File: config.mk
export PLATFORM = sky130hd
export DESIGN_NAME = d_mem_arb_flat
export DESIGN_NICKNAME = d
export VERILOG_FILES = /design/src/rtl/d_mem_arb_pkg.sv /design/src/rtl/d_mem_arb_if.sv /design/src/rtl/d_mem_arb_fifo.sv /design/src/rtl/d_mem_arb.sv /design/src/flat_wrapper.sv
export SDC_FILE = /design/constraint.sdc
export NUM_CORES = 1
export LEC_CHECK = 0
export CORE_MARGIN = 4
export CORE_UTILIZATION = 40
export DETAILED_ROUTE_END_ITERATION = 10
export PLACE_DENSITY_LB_ADDON = 0.2
export SYNTH_ARGS = -nofsm -noshare
export SYNTH_HDL_FRONTEND = slang
export SYNTH_HIERARCHICAL = 1
export SYNTH_SLANG_ARGS = --single-unit
export TNS_END_PERCENT = 30
File: constraint.sdc
create_clock -name QClk -period 21 [get_ports QClk]
set_input_delay 4.2 -clock QClk [delete_from_list [all_inputs] [get_ports QClk]]
set_output_delay 4.2 -clock QClk [all_outputs]
set_load 0.005 [all_outputs]
File: src/rtl/d_mem_arb_pkg.sv
// d_mem_arb_pkg: shared types for the data-memory arbiter slice (package ss_rvc_pkg).
package ss_rvc_pkg;
   typedef enum logic {RD = 1'b0, WR = 1'b1} t_opcode;
   typedef enum logic [1:0] {NONE, CORE, IO} t_dm_owner;
   typedef logic [0:0] t_arb_state;
   localparam t_arb_state CORE_PRI = 1'b0;
   localparam t_arb_state IO_FORCE = 1'b1;
   typedef struct packed {
      t_opcode     opcode;
      logic [31:0] address;
      logic [31:0] data;
   } t_io_req;
endpackage

File: src/rtl/d_mem_arb_if.sv
// d_mem_arb_if: core port, IO request/response port and d_mem port of the arbiter.
interface d_mem_arb_if;
   import ss_rvc_pkg::*;
   logic [31:0] AddressDmQ103H;
   logic [31:0] WrDataDmQ103H;
   logic        RdEnDmQ103H;
   logic        WrEnDmQ103H;
   logic        StallDmQ103H;
   logic [31:0] RdDataDmQ104H;
   logic        ReqValidQ501H;
   t_opcode     ReqOpcodeQ501H;
   logic [31:0] ReqAddressQ501H;
   logic [31:0] ReqDataQ501H;
   logic        ReqReadyQ501H;
   logic        RspValidQ502H;
   t_opcode     RspOpcodeQ502H;
   logic [31:0] RspAddressQ502H;
   logic [31:0] RspDataQ502H;
   logic [31:0] MemAddressQ103H;
   logic [31:0] MemWrDataQ103H;
   logic        MemRdEnQ103H;
   logic        MemWrEnQ103H;
   logic [31:0] MemRdDataQ104H;
   modport slave (
      input  AddressDmQ103H, WrDataDmQ103H, RdEnDmQ103H, WrEnDmQ103H,
      input  ReqValidQ501H, ReqOpcodeQ501H, ReqAddressQ501H, ReqDataQ501H,
      input  MemRdDataQ104H,
      output StallDmQ103H, RdDataDmQ104H, ReqReadyQ501H,
      output RspValidQ502H, RspOpcodeQ502H, RspAddressQ502H, RspDataQ502H,
      output MemAddressQ103H, MemWrDataQ103H, MemRdEnQ103H, MemWrEnQ103H
   );
   modport master (
      output AddressDmQ103H, WrDataDmQ103H, RdEnDmQ103H, WrEnDmQ103H,
      output ReqValidQ501H, ReqOpcodeQ501H, ReqAddressQ501H, ReqDataQ501H,
      output MemRdDataQ104H,
      input  StallDmQ103H, RdDataDmQ104H, ReqReadyQ501H,
      input  RspValidQ502H, RspOpcodeQ502H, RspAddressQ502H, RspDataQ502H,
      input  MemAddressQ103H, MemWrDataQ103H, MemRdEnQ103H, MemWrEnQ103H
   );
endinterface

File: src/rtl/d_mem_arb_fifo.sv
// d_mem_arb_fifo: IO request buffer; a push is refused while full even if a pop happens the same cycle.
module d_mem_arb_fifo
   import ss_rvc_pkg::*;
#(
   parameter int IO_FIFO_DEPTH = 4
) (
   input  logic    QClk,
   input  logic    RstQnnnH,
   input  logic    push,
   input  logic    pop,
   input  t_io_req pushData,
   output logic    full,
   output logic    empty,
   output t_io_req head
);
   localparam int PW = $clog2(IO_FIFO_DEPTH);
   localparam logic [PW:0] FULL_CNT = IO_FIFO_DEPTH[PW:0];
   t_io_req mem [IO_FIFO_DEPTH];
   logic [PW-1:0] rdPtr, wrPtr;
   logic [PW:0] cnt;
   logic doPush, doPop;
   always_comb begin
      full = cnt == FULL_CNT;
      empty = cnt == '0;
      doPush = push && !full;
      doPop = pop && !empty;
      head = mem[rdPtr];
   end
   always_ff @(posedge QClk) if (doPush) mem[wrPtr] <= pushData;
   always_ff @(posedge QClk) begin
      if (RstQnnnH) begin
         rdPtr <= '0;
         wrPtr <= '0;
         cnt <= '0;
      end else begin
         wrPtr <= wrPtr + {{(PW-1){1'b0}}, doPush};
         rdPtr <= rdPtr + {{(PW-1){1'b0}}, doPop};
         cnt <= cnt + {{PW{1'b0}}, doPush} - {{PW{1'b0}}, doPop};
      end
   end
endmodule

File: src/rtl/d_mem_arb.sv
// d_mem_arb: core/IO arbiter for the single-port d_mem; core priority, forced IO grant after MAX_WAIT.
// Define D_MEM_ARB_STATS_EN to add saturating core/IO/force grant counters.
module d_mem_arb
   import ss_rvc_pkg::*;
#(
   parameter int IO_FIFO_DEPTH = 4,
   parameter int MAX_WAIT = 8
) (
   input  logic        QClk,
   input  logic        RstQnnnH,
`ifdef D_MEM_ARB_STATS_EN
   output logic [31:0] StatCoreGntCnt,
   output logic [31:0] StatIoGntCnt,
   output logic [31:0] StatForceCnt,
`endif
   d_mem_arb_if.slave  bus
);
   localparam int WW = $clog2(MAX_WAIT + 1);
   localparam logic [WW-1:0] WAIT_MAX = WW'(MAX_WAIT);
   t_arb_state state, stateNext;
   t_dm_owner owner;
   t_io_req fifoHead, ioIn, ioReq;
   logic [WW-1:0] waitCnt, waitNext;
   logic fifoFull, fifoEmpty, coreReq, coreRd, coreGnt, ioGnt, coreRdQ;
   logic [31:0] rdDataQ;
   d_mem_arb_fifo #(.IO_FIFO_DEPTH(IO_FIFO_DEPTH)) fifo (
      .QClk, .RstQnnnH, .push(bus.ReqValidQ501H), .pop(ioGnt), .pushData(ioIn),
      .full(fifoFull), .empty(fifoEmpty), .head(fifoHead)
   );
   always_comb begin
      ioIn = '{opcode: bus.ReqOpcodeQ501H, address: bus.ReqAddressQ501H, data: bus.ReqDataQ501H};
      coreReq = bus.RdEnDmQ103H || bus.WrEnDmQ103H;
      coreRd = bus.RdEnDmQ103H && !bus.WrEnDmQ103H;
      coreGnt = coreReq && state == CORE_PRI;
      ioGnt = !fifoEmpty && (state == IO_FORCE || !coreReq);
      waitNext = (fifoEmpty || ioGnt) ? '0 : (waitCnt == WAIT_MAX ? waitCnt : waitCnt + 1'b1);
      stateNext = (state == CORE_PRI && waitNext == WAIT_MAX) ? IO_FORCE : CORE_PRI;
      bus.StallDmQ103H = coreReq && state == IO_FORCE;
      bus.ReqReadyQ501H = !fifoFull;
      bus.MemAddressQ103H = ioGnt ? fifoHead.address : coreGnt ? bus.AddressDmQ103H : '0;
      bus.MemWrDataQ103H = ioGnt ? fifoHead.data : coreGnt ? bus.WrDataDmQ103H : '0;
      bus.MemRdEnQ103H = ioGnt ? fifoHead.opcode == RD : coreGnt && coreRd;
      bus.MemWrEnQ103H = ioGnt ? fifoHead.opcode == WR : coreGnt && bus.WrEnDmQ103H;
      bus.RdDataDmQ104H = (owner == CORE && coreRdQ) ? bus.MemRdDataQ104H : rdDataQ;
      bus.RspValidQ502H = owner == IO;
      bus.RspOpcodeQ502H = ioReq.opcode;
      bus.RspAddressQ502H = ioReq.address;
      bus.RspDataQ502H = owner != IO ? '0 : ioReq.opcode == RD ? bus.MemRdDataQ104H : ioReq.data;
   end
   always_ff @(posedge QClk) begin
      if (RstQnnnH) begin
         state <= CORE_PRI;
         waitCnt <= '0;
         owner <= NONE;
         coreRdQ <= 1'b0;
         ioReq <= '0;
         rdDataQ <= '0;
      end else begin
         state <= stateNext;
         waitCnt <= waitNext;
         owner <= ioGnt ? IO : coreGnt ? CORE : NONE;
         coreRdQ <= coreGnt && coreRd;
         ioReq <= ioGnt ? fifoHead : ioReq;
         rdDataQ <= bus.RdDataDmQ104H;
      end
   end
`ifdef D_MEM_ARB_STATS_EN
   always_ff @(posedge QClk) begin
      if (RstQnnnH) begin
         StatCoreGntCnt <= '0;
         StatIoGntCnt <= '0;
         StatForceCnt <= '0;
      end else begin
         StatCoreGntCnt <= StatCoreGntCnt + {31'd0, coreGnt && !(&StatCoreGntCnt)};
         StatIoGntCnt <= StatIoGntCnt + {31'd0, ioGnt && !(&StatIoGntCnt)};
         StatForceCnt <= StatForceCnt + {31'd0, ioGnt && state == IO_FORCE && !(&StatForceCnt)};
      end
   end
`endif
   // Simultaneous read and write from the core is illegal; the datapath treats it as a write.
   assert property (@(posedge QClk) disable iff (RstQnnnH) !(bus.RdEnDmQ103H && bus.WrEnDmQ103H));
endmodule

File: src/flat_wrapper.sv
// flat-port wrapper written by rule: the top's interface ports become plain ports
module d_mem_arb_flat import ss_rvc_pkg::*;
#(
   parameter int IO_FIFO_DEPTH = 4,
   parameter int MAX_WAIT = 8
)
  (QClk, RstQnnnH, bus_AddressDmQ103H, bus_WrDataDmQ103H, bus_RdEnDmQ103H, bus_WrEnDmQ103H, bus_ReqValidQ501H, bus_ReqOpcodeQ501H, bus_ReqAddressQ501H, bus_ReqDataQ501H, bus_MemRdDataQ104H, bus_StallDmQ103H, bus_RdDataDmQ104H, bus_ReqReadyQ501H, bus_RspValidQ502H, bus_RspOpcodeQ502H, bus_RspAddressQ502H, bus_RspDataQ502H, bus_MemAddressQ103H, bus_MemWrDataQ103H, bus_MemRdEnQ103H, bus_MemWrEnQ103H);
  d_mem_arb_if bus_i ();
  input  logic QClk;
  input  logic RstQnnnH;
  input wire logic [$bits(bus_i.AddressDmQ103H)-1:0] bus_AddressDmQ103H;
  input wire logic [$bits(bus_i.WrDataDmQ103H)-1:0] bus_WrDataDmQ103H;
  input wire logic [$bits(bus_i.RdEnDmQ103H)-1:0] bus_RdEnDmQ103H;
  input wire logic [$bits(bus_i.WrEnDmQ103H)-1:0] bus_WrEnDmQ103H;
  input wire logic [$bits(bus_i.ReqValidQ501H)-1:0] bus_ReqValidQ501H;
  input wire logic [$bits(bus_i.ReqOpcodeQ501H)-1:0] bus_ReqOpcodeQ501H;
  input wire logic [$bits(bus_i.ReqAddressQ501H)-1:0] bus_ReqAddressQ501H;
  input wire logic [$bits(bus_i.ReqDataQ501H)-1:0] bus_ReqDataQ501H;
  input wire logic [$bits(bus_i.MemRdDataQ104H)-1:0] bus_MemRdDataQ104H;
  output wire logic [$bits(bus_i.StallDmQ103H)-1:0] bus_StallDmQ103H;
  output wire logic [$bits(bus_i.RdDataDmQ104H)-1:0] bus_RdDataDmQ104H;
  output wire logic [$bits(bus_i.ReqReadyQ501H)-1:0] bus_ReqReadyQ501H;
  output wire logic [$bits(bus_i.RspValidQ502H)-1:0] bus_RspValidQ502H;
  output wire logic [$bits(bus_i.RspOpcodeQ502H)-1:0] bus_RspOpcodeQ502H;
  output wire logic [$bits(bus_i.RspAddressQ502H)-1:0] bus_RspAddressQ502H;
  output wire logic [$bits(bus_i.RspDataQ502H)-1:0] bus_RspDataQ502H;
  output wire logic [$bits(bus_i.MemAddressQ103H)-1:0] bus_MemAddressQ103H;
  output wire logic [$bits(bus_i.MemWrDataQ103H)-1:0] bus_MemWrDataQ103H;
  output wire logic [$bits(bus_i.MemRdEnQ103H)-1:0] bus_MemRdEnQ103H;
  output wire logic [$bits(bus_i.MemWrEnQ103H)-1:0] bus_MemWrEnQ103H;
  assign bus_i.AddressDmQ103H = bus_AddressDmQ103H;
  assign bus_i.WrDataDmQ103H = bus_WrDataDmQ103H;
  assign bus_i.RdEnDmQ103H = bus_RdEnDmQ103H;
  assign bus_i.WrEnDmQ103H = bus_WrEnDmQ103H;
  assign bus_i.ReqValidQ501H = bus_ReqValidQ501H;
  assign bus_i.ReqOpcodeQ501H = bus_ReqOpcodeQ501H;
  assign bus_i.ReqAddressQ501H = bus_ReqAddressQ501H;
  assign bus_i.ReqDataQ501H = bus_ReqDataQ501H;
  assign bus_i.MemRdDataQ104H = bus_MemRdDataQ104H;
  assign bus_StallDmQ103H = bus_i.StallDmQ103H;
  assign bus_RdDataDmQ104H = bus_i.RdDataDmQ104H;
  assign bus_ReqReadyQ501H = bus_i.ReqReadyQ501H;
  assign bus_RspValidQ502H = bus_i.RspValidQ502H;
  assign bus_RspOpcodeQ502H = bus_i.RspOpcodeQ502H;
  assign bus_RspAddressQ502H = bus_i.RspAddressQ502H;
  assign bus_RspDataQ502H = bus_i.RspDataQ502H;
  assign bus_MemAddressQ103H = bus_i.MemAddressQ103H;
  assign bus_MemWrDataQ103H = bus_i.MemWrDataQ103H;
  assign bus_MemRdEnQ103H = bus_i.MemRdEnQ103H;
  assign bus_MemWrEnQ103H = bus_i.MemWrEnQ103H;
  d_mem_arb #(.IO_FIFO_DEPTH(IO_FIFO_DEPTH), .MAX_WAIT(MAX_WAIT)) u_core (.QClk(QClk), .RstQnnnH(RstQnnnH), .bus(bus_i));
endmodule
Word-level counts from Yosys, hierarchy flattened
Memories as Yosys holds them, arrays and structs flattened. A register that Yosys moved wholly into a read port is not among the register bits.
Cells that the tools add are included.
- register bits: 112
- RAM bits: 260
- input port bits: 166
- logic and storage cells: 62
- memories kept: 1
- $add $sub $neg: 5
- equal/unequal tests: 6
- multiplexer cells: 17
- bitwise operators: 2
- reductions and logical operators: 19
- memories (memory ; words ; bits a word ; rd ports ; clocked after memory_dff ; wr ports ; RTL line ; text):
    u_core.fifo.mem ; 4 ; 65 ; 1 ; 1 ; 1 ; d_mem_arb_fifo.sv:18 ; t_io_req mem [IO_FIFO_DEPTH];
- operator list (kind ; count):
    $mux 32 ; 7
    $logic_and 1x1->1 ; 10
    $eq 4x4->1 const B ; 2
    $mux 4 ; 2
    $mux 1 ; 6
    $add 2x1->2 ; 2
    $add 4x1->4 const B ; 1
    $logic_not 1->1 ; 4
    $mux 2 ; 2
    $add 3x1->3 ; 1
    $eq 3x3->1 const B ; 1
    $logic_not 3->1 ; 1
    $logic_or 1x1->1 ; 3
    $sub 3x1->3 ; 1
    $eq 2x1->1 const B ; 1
    $eq 2x2->1 const B ; 1
    $ne 2x2->1 const B ; 1
    $not 1->1 ; 2
    $reduce_or 2->1 ; 1

Depth between registers and ports, before layout
Gate-level depths: netlist of run 1.
- depth after elaboration: 9
- depth in mapped cells: 11
- depth with buffers taken out: 9

Cells and area by module
The synthesis of run 1 kept the hierarchy.
- by module, submodules not included (module ; times used ; cells an instance ; area each (um^2)):
    d_mem_arb_fifo ; 1 ; 375 ; 9766.9
    d_mem_arb ; 1 ; 683 ; 5317.6

Least setup slack after synthesis of run 1
No wires, ideal clock.
- path kind: input to register
- start: input bus_ReqValidQ501H
- end: memory u_core/fifo/mem[1][0] (netlist bit) (enable)
- setup time: 582 ps
- arrival: 9306 ps
- required time: 20418 ps
- slack: 11113 ps
- cell stages on the path: 2
- buffers on the path: 0
- cells stage by stage: or2b_2 -> nor3b_1
- cells in the longest elaborated chain, start to end: 3
- ends and longest elaborated chain (item ; RTL line ; text):
    from (decl) ; flat_wrapper.sv:15 ; input wire logic [$bits(bus_i.ReqValidQ501H)-1:0] bus_ReqValidQ501H;
    $logic_and 1x1->1 ; d_mem_arb_fifo.sv:25 ; doPush = push && !full;
    $mux 1 ; d_mem_arb_fifo.sv:29 ; always_ff @(posedge QClk) if (doPush) mem[wrPtr] <= pushData;
    $mux 1 (implied by the code) ; d_mem_arb_fifo.sv:29 ;
    to (decl) ; d_mem_arb_fifo.sv:18 ;
No other way between the ends.

Final worst setup path of run 1
- start: input bus_WrEnDmQ103H
- end: output bus_MemAddressQ103H[23]
- cells in the longest elaborated chain, start to end: 5
- ends and longest elaborated chain (item ; RTL line ; text):
    from (decl) ; flat_wrapper.sv:14 ; input wire logic [$bits(bus_i.WrEnDmQ103H)-1:0] bus_WrEnDmQ103H;
    $logic_or 1x1->1 * ; d_mem_arb.sv:32 ; coreReq = bus.RdEnDmQ103H || bus.WrEnDmQ103H;
    $logic_not 1->1 ; d_mem_arb.sv:35 ; ioGnt = !fifoEmpty && (state == IO_FORCE || !coreReq);
    $logic_or 1x1->1 ; d_mem_arb.sv:35 ;
    $logic_and 1x1->1 ; d_mem_arb.sv:35 ;
    $mux 32 * ; d_mem_arb.sv:40 ; bus.MemAddressQ103H = ioGnt ? fifoHead.address : coreGnt ? bus.AddressDmQ103H : '0;
    to (decl) ; flat_wrapper.sv:27 ; output wire logic [$bits(bus_i.MemAddressQ103H)-1:0] bus_MemAddressQ103H;
Every way passes the cells marked *; elsewhere a longest branch is shown, timed or not.

==> impl_results.md, run 1 <==
- Leak: 6.86 nW
- First-pass GRT wire length: 60800 µm
- Worst path bufs/invs: 3
- Top_reg_cell synth: edfxtp_1
- Die X: 202 µm
- Synth cell types: 42
- Post-DRT Antenna Nets: 0
- Clk Latency, worst-skew pair: 0.53 ns
- Req. time, crit path: 16.80 ns
- Total gr overflow: 0
- Final-report hold violation count: 0
- Slowest stage delay, CP: 0.84 ns
- Post-CTS Resized: 0
- DR WL/cell: 21.1 µm
- Top post-synthesis cells by count: edfxtp_1, nand2_1, dfxtp_1, a21oi_1, nand3_1
- Clock transition at path regs: 0.06 ns
- Root buf cell: clkbuf_16
- Critical Path Start Type: input pin
- Outcome: finished clean
- Cells after synthesis: 1058
- CP Max Fanout: 74
- Post-Route Setup TNS: 0 ns
- PwrDens: 100 nW/µm²
- Net Count, Synth: 1229
- Vias per inst: 5.08
- Post-synth ARST share: 0%
- Ratio of cells with drive above 1 in the final layout: 11.5%
- Cell area after layout: 19900 µm²
- CTS HTree Levels: 2
- Drt drc: 0
- Setup Crit Path Kind: input pin to output port
- Post-synth top area share: 51.8%
- Largest net degree at the start of global routing: 75
- Tot GR Track Use: 19.1%
- Die Y: 202 µm
- Vias in the first global route: 9912
- Max-slew violation count: 0
- IO Port Bufs: 331
- Peak supply drop: 61.9 µV
- Final GP Congestion: 0.779
- #FFs+latches synth: 372
- Worst-Margin Slew: 1.10 ns
- Top-count cell post-synth: edfxtp_1
- Max-cap violations: 0
- Syn. warnings: 6
- CP Cell Sequence: clkdlybuf4s50_1 > o21ba_4 > buf_4 > nand2_1 > nand2_1 > clkdlybuf4s50_1
- CTS Hold Bufs: 0
- Worst rel slew slack: 26.8%
- Die area: 40900 µm²
- RSZ-0062 raised after global routing: false
- Largest cells by area after synthesis: edfxtp_1, dfxtp_1, mux4_2, nand2_1, mux2_1
- # clock sinks: 372
- Hold/Removal Path Class: flop to flop
- Core ar.: 36900 µm²
- Fmax: 0.0881 GHz
- Clk_skew: 0.0142 ns
- Via count: 9552
- Initial Utilization: 40.9%
- CTS Buf Count: 41
- Post-synthesis sequential area ratio: 66.6%
- Drt pass-1 iters: 4
- Row cnt: 70
- Nets: 1512
- Critical Path AT: 7.15 ns
- Initial antenna violation count: 3
- Critical Path End Type: output port
- IO Count: 332
- WL final: 39600 µm
- Top Family by Delay on Critical Path: buffers and inverters
- CTS tree: done
- Setup Viol. Count Final: 0
- Avg Inst Size Synth: 14.3 µm²
- Maximum buffer depth of the clock tree: 3
- Area Growth Syn to Fin: 31.9%
- Slowest-stage cell, CP: o21ba_4
- Placed Area: 18500 µm²
- Syn Std Cell Area: 15100 µm²
- Detailed Route Iter0 Violations: 618
- Cell taking the most area after synthesis: edfxtp_1
- Tcrit/Tclk final: 54.1%
- Number of synthesized flops with an enable pin: 260
- DP HPWL: 25100 µm
- Fin crit period: 11.35 ns
- Post-CTS setup buffers: 0
[area by class of cell]
| cell class | count | area, µm² |
|---|---|---|
| Clock buffer | 61 | 1180 |
| Clock inverter | 15 | 181 |
| Multi-Input combinational cell | 574 | 4400 |
| Antenna cell | 2 | 5.00 |
| Inverter | 8 | 30.0 |
| Timing Repair Buffer | 344 | 3410 |
| Fill cell | 3105 | 17000 |
| Tap cell | 504 | 631 |
| Sequential cell | 372 | 10100 |
[cell families after synthesis]
group / count (synthesis) / synth area share (%)
DFF: 372 / 66.6
and+or+nand+nor: 294 / 9.01
AOI/OAI and AO/OA: 138 / 4.75
muxes: 129 / 14.2
buffers and inverters: 112 / 4.47
xor gates and xnor gates: 8 / 0.465
adders and majority gates: 5 / 0.465
[routing by layer]
metal	part of all wire [%]	global-route usage [%]
met2	50	32.3
met5	0.033	0
met3	5.4	4.09
met4	1.9	4.87
met1	43	25.4
[sequential cells by signal (all words and copies together) (netlist names)]
signal,flops
u_core/owner,2
u_core/waitCnt,4
u_core/fifo/rdPtr,2
u_core/fifo/wrPtr,2
u_core/coreRdQ,1
u_core/rdDataQ,32
u_core/bus.RspAddressQ502H,32
u_core/ioReq,32
u_core/fifo/mem,260
u_core/state,1
u_core/bus.RspOpcodeQ502H,1
u_core/fifo/cnt,3
[cell usage in the layout, fill, tap and decap left out, types with 5 or more instances in the layout]
cell and count:
a21oi_1 67, buf_4 14, clkbuf_1 14, clkbuf_16 43, clkdlybuf4s50_1 330, clkinv_2 6, dfxtp_1 109, edfxtp_1 260
inv_1 7, mux2_1 31, mux2i_1 32, mux4_2 65, nand2_1 128, nand3_1 66, nor2_1 44, nor2b_1 36
o21ai_0 41, o21ai_1 24, xnor2_1 5
[through the flow]
step / util (%) / setup WS [ns] / power [mW] / hold slack, ns / instances
5_1_grt: 54.0 / 9.48 / 2.08 / 0.494 / 1880
4_1_cts: 54.0 / 9.69 / 2.02 / 0.477 / 1878
2_1_floorplan: - / 11.11 / 1.13 / 0.447 / 1058
3_3_place_gp: 50.3 / 9.71 / 1.29 / 0.460 / 1802
3_5_place_dp: 50.3 / 9.67 / 1.30 / 0.467 / 1802
6_report: 54.0 / 9.65 / 1.99 / 0.474 / 1880
[worst min-delay path: stages (launching register included)]
cell	delay (ns)
dfxtp_1	0.30
o21ai_0	0.06
a21oi_1	0.06
[power breakdown]
| group | switching [mW] | internal (mW) |
|---|---|---|
| combinational | 0.210 | 0.170 |
| clock | 0.279 | 0.440 |
| sequential | 0.0302 | 0.862 |
[final timing paths]
| kind | startpoint | end | slack, ns | cells after the start |
|---|---|---|---|---|
| worst max-delay path | bus_WrEnDmQ103H | bus_MemAddressQ103H[23] | 9.65 | 6 |
| worst max register to register | u_core/state | u_core/fifo/cnt[2] | 17.37 | 10 |
| worst min register to register | u_core/bus.RspAddressQ502H[20] | u_core/bus.RspAddressQ502H[20] | 0.47 | 2 |
| worst min-delay path | u_core/bus.RspAddressQ502H[20] | u_core/bus.RspAddressQ502H[20] | 0.47 | 2 |
Note: power is estimated with default switching activity, not from simulation.
==> run 2: changes to the inputs <==
Clock period 21 ns to 9.5 ns, I/O delays scaled along.
==> impl_results.md, run 2 (synthesized netlist as in run 1, its figures left out) <==
- Largest register FFs: 260 (unchanged)
- Peak supply drop: 152 µV (+140%)
- Clk Latency, worst-skew pair: 0.52 ns (about the same)
- Critical Path Start Type: input pin
- IO Port Bufs: 331 (unchanged)
- Worst-Margin Slew: 1.11 ns (+0.00978 ns)
- Int Pwr: 3.12 mW (+110%)
- Hold/Removal Path Class: flop to flop
- Clock transition at path regs: 0.06 ns (about the same)
- Worst slack at placement: 3.01 ns (-6.66 ns)
- Fmax: 0.155 GHz
- Nets: 1512 (unchanged)
- Vias per inst: 5.08 (about the same)
- Hold EP: u_core/bus.RspAddressQ502H[3]
- Final GP Congestion: 0.761 (-2.3%)
- WHS Path Cells: 2 (unchanged)
- Maximum buffer depth of the clock tree: 3 (unchanged)
- Req. time, crit path: 7.60 ns (-9.20 ns)
- Largest net degree at the start of global routing: 94 (+25%)
- Setup Viol. Count Final: 0 (unchanged)
- Core ar.: 36900 µm² (unchanged)
- RSZ-0062 raised after global routing: false
- Vias in the first global route: 9662 (-2.5%)
- Comb power frac: 19.6% (+0.5 points)
- CTS Buf Count: 41 (unchanged)
- Post-Route Setup TNS: 0 ns (unchanged)
- Final core occ: 53.6% (-0.34 points)
- WL final: 40000 µm (+0.83%)
- Outcome: finished clean
- FF-to-FF Start: u_core/state
- CTS Hold Bufs: 0 (unchanged)
- Tot GR Track Use: 18.9% (-0.20 points)
- Storage cell area: 10100 µm² (unchanged)
- Root buf cell: clkbuf_16
- Post-CTS Resized: 0 (unchanged)
- Initial Utilization: 40.9% (unchanged)
- CTS tree: done
- Initial antenna violation count: 6 (+3)
- Clk_skew: 0.0162 ns (+0.00191 ns)
- Reg2Reg Depth: 10 (unchanged)
- Ratio of cells with drive above 1 in the final layout: 11.0% (-0.50 points)
- CP Max Fanout: 44 (-41%)
- Setup Crit Path Kind: input pin to output port
- DP HPWL: 25900 µm (+3.5%)
- Max-slew violation count: 0 (unchanged)
- PwrDens: 216 nW/µm² (+120%)
- Via count: 9551 (-0.010%)
- Final-report hold violation count: 0 (unchanged)
- Leading cell type in the layout, fill and taps excluded: clkdlybuf4s50_1
- Most frequent cells in the layout: clkdlybuf4s50_1, edfxtp_1, nand2_1
- Fin crit period: 6.45 ns
- HP Start: u_core/bus.RspAddressQ502H[3]
- R2R Path End: u_core/fifo/cnt[2]
- First-pass GRT wire length: 60100 µm (-1.1%)
- Switching part of the total: 26.8% (+0.69 points)
- Drt pass-1 iters: 5 (+1)
- DR WL/cell: 21.3 µm (+0.88%)
- Drt drc: 0 (unchanged)
- Row cnt: 70 (unchanged)
- PnR worst setup slack: 3.05 ns (-6.59 ns)
- Total gr overflow: 0 (unchanged)
- Post-CTS setup buffers: 0 (unchanged)
- Die area: 40900 µm² (unchanged)
- Biggest register: u_core/fifo/mem
- Leak: 6.81 nW (-0.80%)
- Critical Path AT: 4.55 ns (-2.60 ns)
- Reg2reg setup slack: 6.55 ns (-10.82 ns)
- Detailed Route Iter0 Violations: 487 (-21%)
- Tcrit/Tclk final: 67.9%
- IO Count: 332 (unchanged)
- Placed cells: 1802 (unchanged)
- NetSw: 1.14 mW (+120%)
- Fin cells: 1879 (-0.053%)
- # clock sinks: 372 (unchanged)
- Max-cap violations: 0 (unchanged)
- Clock network power share: 33.9% (-2.2 points)
- Area Growth Syn to Fin: 31.1%
- Fill cell count: 3138 (+1.1%)
- Post-DRT Antenna Nets: 0 (unchanged)
- Critical Path End Type: output port
- Seq pwr share: 46.5% (+1.7 points)
- Total chip power: 4.26 mW (+110%)
- Die X: 202 µm (unchanged)
- Die Y: 202 µm (unchanged)
- Multi-input logic area: 4400 µm² (unchanged)
- Worst rel slew slack: 26.1% (-0.65 points)
- CTS HTree Levels: 2 (unchanged)
==> run 2: critical path, stage by stage <==
cell and delay [ns]:
clkdlybuf4s50_1 0.51, o21bai_4 0.66, buf_4 0.57, nand3_1 0.21, nand2_1 0.10, clkdlybuf4s50_1 0.50
==> run 2: how the worst max path moves through the flow <==
stage	startpoint	endpoint	depth (start not counted)
5_1_grt	bus_WrEnDmQ103H	bus_MemWrDataQ103H[25]	6
6_report	bus_WrEnDmQ103H	bus_MemWrDataQ103H[22]	6
3_5_place_dp	bus_WrEnDmQ103H	bus_MemWrDataQ103H[20]	6
4_1_cts	bus_WrEnDmQ103H	bus_MemWrDataQ103H[20]	6
2_1_floorplan	bus_ReqValidQ501H	u_core/fifo/mem[1][0]	2
3_3_place_gp	bus_WrEnDmQ103H	bus_MemWrDataQ103H[15]	6
==> run 2: final cells by class <==
class                   instances  share of cell area, %
repair buffers                344                   17.3
clock buffers                  58                   5.78
diodes                          2                 0.0253
clock inverters                17                  0.437
inverters                       8                  0.152
well taps                     504                   3.19
multi-input cells             574                   22.3
flip-flops and latches        372                   50.9
==> run 2: per-layer routing <==
metal  global-route usage (%)  wire [µm]  vias to the layer above
li1                         -          -                     4452
met1                     24.5      16800                     4728
met2                     32.2      19700                      290
met3                     4.30       2370                       73
met4                     5.50       1030                        8
met5                        0         45                        -
==> run 2: per-stage QoR <==
stage	hold slack, ns	instance area (µm²)
2_1_floorplan	0.447	15100
3_3_place_gp	0.462	18500
3_5_place_dp	0.467	18500
4_1_cts	0.475	19800
5_1_grt	0.497	19800
6_report	0.473	19800
==> run 2: power by group through the flow <==
stage	clock network [mW]	logic (mW)	registers (mW)
final	1.44	0.837	1.98
after global routing	1.57	0.905	2.00
after CTS	1.49	0.849	1.99
after detailed placement	0	0.846	2.02
after global placement	0	0.845	2.01
after floorplan	0	0.509	1.99
